--- src/rtl/word_arbiter_16.sv ---
// Round-robin arbiter sharing one 32-bit registered result path among 16 requesters.
// Contains the 16:1 word mux used for the data path and the arbiter/output register top.

module mux_16 (
   input  logic [511:0] data,
   input  logic [3:0]   sel,
   output logic [31:0]  y
);

   always_comb begin
      y = data[32*sel +: 32];
   end

endmodule

module word_arbiter_16 #(
   parameter int unsigned WIDTH = 32
) (
   input  logic                clock,
   input  logic                reset,
   input  logic [15:0]         req,
   input  logic [16*WIDTH-1:0] in_data,
   output logic [15:0]         ack,
   output logic                out_valid,
   output logic [WIDTH-1:0]    out_data,
   output logic [3:0]          out_src,
   input  logic                out_ready
);

   logic [3:0]       ptr_q;
   logic [15:0]      ack_q;
   logic             valid_q;
   logic [WIDTH-1:0] data_q;
   logic [3:0]       src_q;

   logic [15:0]      ereq;
   logic [31:0]      rot_wide;
   logic [15:0]      rot;
   logic [3:0]       offset;
   logic [3:0]       winner;
   logic             can_load;
   logic             capture;
   logic [WIDTH-1:0] mux_word;

   // Masking by the current ack prevents the same word being captured twice.
   assign ereq = req & ~ack_q;

   // Rotate so that index ptr lands at bit 0; the lowest set bit is then the winner offset.
   assign rot_wide = {ereq, ereq} >> ptr_q;
   assign rot      = rot_wide[15:0];

   always_comb begin
      offset = 4'd0;
      for (int i = 15; i >= 0; i--) begin
         if (rot[i]) begin
            offset = 4'(i);
         end
      end
   end

   assign winner   = ptr_q + offset;
   assign can_load = ~valid_q | out_ready;
   assign capture  = can_load & (|ereq);

   mux_16 u_mux (
      .data (in_data),
      .sel  (winner),
      .y    (mux_word)
   );

   always_ff @(posedge clock) begin
      if (reset) begin
         ptr_q   <= 4'd0;
         ack_q   <= 16'd0;
         valid_q <= 1'b0;
         data_q  <= '0;
         src_q   <= 4'd0;
      end else if (capture) begin
         ptr_q   <= winner + 4'd1;
         ack_q   <= 16'd1 << winner;
         valid_q <= 1'b1;
         data_q  <= mux_word;
         src_q   <= winner;
      end else begin
         ack_q <= 16'd0;
         if (valid_q && out_ready) begin
            valid_q <= 1'b0;
         end
      end
   end

   assign ack       = ack_q;
   assign out_valid = valid_q;
   assign out_data  = data_q;
   assign out_src   = src_q;

endmodule

--- config.mk ---
export PLATFORM = sky130hd
export DESIGN_NAME = word_arbiter_16
export DESIGN_NICKNAME = d
export VERILOG_FILES = /design/src/rtl/word_arbiter_16.sv
export SDC_FILE = /design/constraint.sdc
export NUM_CORES = 1
export LEC_CHECK = 0
export BUFFER_PORTS_ARGS = -buffer_cell sky130_fd_sc_hd__buf_2
export CORE_AREA = 2 2 225 227
export DETAILED_ROUTE_END_ITERATION = 10
export DIE_AREA = 0 0 227 229
export GPL_TIMING_DRIVEN = 0
export PLACE_DENSITY_LB_ADDON = 0.05
export SETUP_SLACK_MARGIN = 0.1
export SLEW_MARGIN = 0
export SYNTH_ARGS = -nofsm -noshare
export SYNTH_HDL_FRONTEND = slang
export SYNTH_SLANG_ARGS = --single-unit
--- constraint.sdc ---
create_clock -name clock -period 10.05 [get_ports clock]
set_input_delay 1.5075 -clock clock [delete_from_list [all_inputs] [get_ports clock]]
set_output_delay 1.5075 -clock clock [all_outputs]
set_load 0.01 [all_outputs]
==> flow_metrics.tcl <==
set metrics [dict create \
    status "finished clean" \
    io_buffers 583 \
    startpoint_type "input port" \
    holdWs_ns 0.4597 \
    r2r_cells 18 \
    slew_viol_final 0 \
    synth_seq_area_share 0.1538 \
    timing.final.crit_share 0.7067 \
    gr-usage-all-layers 0.2109 \
    final_nets 1782 \
    drt_pass1_iterations 4 \
    r2r-end "out_data[10]" \
    worstHoldPathType "flip-flop to flip-flop" \
    final_common_cell "buf_2" \
    cts_tree "yes" \
    tightest_slew_ns 1.292 \
    cp_top_family "buffers and inverters" \
    clock_latency_ns 0.36 \
    grt_pass1_vias 9627 \
    hold_depth 2 \
    synth_cell_type_count 60 \
    min_to "out_data[18]" \
    syn_inst 647 \
    drt-total-wl_um 55250 \
    grt_max_degree 11 \
    rows 82 \
    layout-drive-gt1-share 0.6164 \
    grt_pass1_wl_um 75560 \
    synthArstFlopShare 0 \
    cp.arrival_ns 7.32 \
    cp-end-kind "flip-flop" \
    cp_num_buf_inv 4 \
    wl_per_cell_um 28.73 \
    synth_area_leader_cell "mux4_2" \
    finalSetupViolCount 0 \
    fmax_mhz 140.8 \
    ctsLongestPathBuffers 2 \
    worst_ir_drop_vdd_mv 0.2294 \
    synth-seq-cells 57 \
    rsz0062_at_grt "no" \
    postCtsResizedCells 0 \
    avgSynthCellArea_um2 11.47 \
    cp_slowest_cell "clkbuf_1" \
    crit_chain "buf_2, nor2b_1, mux2i_1, mux4_2, o311a_1, a211o_1, nand4_1, a21oi_1, a211oi_1, o22ai_1, ha_1, clkbuf_1, clkbuf_1, clkbuf_1, mux4_2, mux2i_1, o221ai_1" \
    cp_max_fo 10 \
    stdcell_area_um2 11490 \
    hpwl_um 48870 \
    post_dp_cell_area_um2 11180 \
    slew_headroom 0.1385 \
    layout_common_cells "buf_2, mux4_2, mux2i_1" \
    antenna_found_initial 28 \
    hold_viol 0 \
    syn2layout_area_growth_pct 54.83 \
    coreArea_um2 49660 \
    fin_worst_skew_ns 0.007256 \
    fin_util 0.2313 \
    start_util 0.1494 \
    synth_top_area_frac 0.4311 \
    clk_pin_slew_ns 0.05 \
    cts_made_buffers 9 \
    synth_area_leaders "mux4_2, dfxtp_1, mux2i_1, o221ai_1, nand2_1" \
    critical_path_class "input port to flip-flop" \
    die_w_um 227 \
    grt_remaining_overflow 0 \
    cts_setup_buffers 0 \
    worstSetupStartpoint "req[10]" \
    period_minus_slack_ns 7.103 \
    r2r_setup_slack_ns 3.38 \
    h-tree-depth 3 \
    drtIter0Drc 427 \
    synth-edff-count 0 \
    maxCapViolCount 0 \
    die-area_um2 51980 \
    postRouteAntennaNets 0 \
    leakagePower_nw 5.000 \
    worstReg2RegStart "ptr_q[0]" \
    cp_common_cell "clkbuf_1" \
    ctsRootBufferMaster "clkbuf_16" \
    synth_nets 1188 \
    routed-via-count 8728 \
    synthFlopType "dfxtp_1" \
    hp-start "out_data[18]" \
    post-route-drc-count 0 \
    clock_sinks 57 \
    fin_ws_ns 2.947 \
    ys_warn_count 0 \
    routed_via_density 4.539 \
    holdBufCountCts 0 \
    fin_tns_setup_ns 0 \
    place_ws_ns 2.404 \
    die_y_um 229 \
    ioPinCount 584 \
    power.density_nw_per_um2 515.0 \
    worst_ep_required_time_ns 10.27 \
    synth_area_um2 7418 \
    gp_congestion 0.9122 \
    max_stage_delay_ns 0.96 \
]
==> worst max-delay path by stage <==
stage / end / slack, ns / cells past startpoint
6_report: out_data[10] / 2.95 / 17
5_1_grt: out_data[10] / 2.52 / 17
4_1_cts: out_data[10] / 2.79 / 17
3_5_place_dp: out_data[10] / 2.40 / 17
3_3_place_gp: out_data[10] / 2.37 / 17
2_1_floorplan: out_data[0] / 4.31 / 16
==> logic make-up (layout without fill, tap and decap cells) <==
group	after synthesis	after routing	synth area share
multiplexers	229	229	0.5492
AND/OR/NAND/NOR	166	166	0.1186
AO/OA/AOI/OAI	104	104	0.1103
buffers and inverters	78	677	0.04672
flip-flops	57	57	0.1538
adder cells (fa/ha/maj)	10	10	0.01788
XOR/XNOR	3	3	0.003543
other	0	5	0
==> tightest hold or removal path: cells and delay by family (launching register included) <==
family,cells,cell delay (ns)
AND/OR/NAND/NOR,1,0.05
flip-flops,1,0.32
AO/OA/AOI/OAI,1,0.06
==> power by group <==
part / internal, mW / switching [mW] / total, mW / leakage (nW)
clock network: 0.197 / 0.131 / 0.328 / 0.148
registers: 0.310 / 0.0411 / 0.351 / 0.469
logic: 2.39 / 2.84 / 5.24 / 4.38
total: 2.90 / 3.02 / 5.92 / 5.00
==> cell type report <==
class | count | area [um2]
repair buffers | 583 | 2918
flip-flops and latches | 57 | 1141
well taps | 672 | 840.8
clock inverters | 6 | 57.56
diodes | 5 | 12.51
inverters | 11 | 41.29
clock buffers | 10 | 239.0
fillers | 5599 | 38170
multi-input cells | 512 | 5931
plain buffers | 67 | 305.3
==> Yosys cell counts, types with 3 or more instances <==
library cell  number
a211oi_1           7
buf_2              7
nand2_1           51
nand3_1           10
a21oi_1            9
buf_1              4
buf_6              5
o21ai_0            8
mux2_2             4
nor2b_1           16
and2_1             6
mux2i_1           83
a31oi_1            4
mux4_2           142
dfxtp_1           57
nor2_1            18
and3_1             9
nor3_1            11
o221ai_1          34
xnor2_1            3
ha_1               9
nand4_1            6
nor4_1             6
nand2b_1          20
o22ai_1           11
o211ai_1           4
inv_1              9
clkbuf_1          49
==> layer usage <==
layer | track usage | vias up | part of all wire | routed length, um
met5 | 0 | - | 0.0018 | 101
met4 | 0.04718 | 16 | 0.024 | 1321
met3 | 0.04285 | 81 | 0.049 | 2682
met2 | 0.3759 | 336 | 0.52 | 28490
met1 | 0.2592 | 4397 | 0.41 | 22660
li1 | - | 3898 | - | -
==> sequential cells by signal, summed over array words and instances, names as in the netlist <==
signal     count
ack           16
out_data      32
out_src        4
out_valid      1
ptr_q          4
==> metrics by stage <==
step / std cells / power (mW)
global placement: 1902 / 5.785
CTS: 1918 / 6.104
detailed placement: 1902 / 5.751
floorplan: 647 / 3.958
global route: 1920 / 6.394
finish: 1923 / 5.915
(Power assumes the default switching activity.)
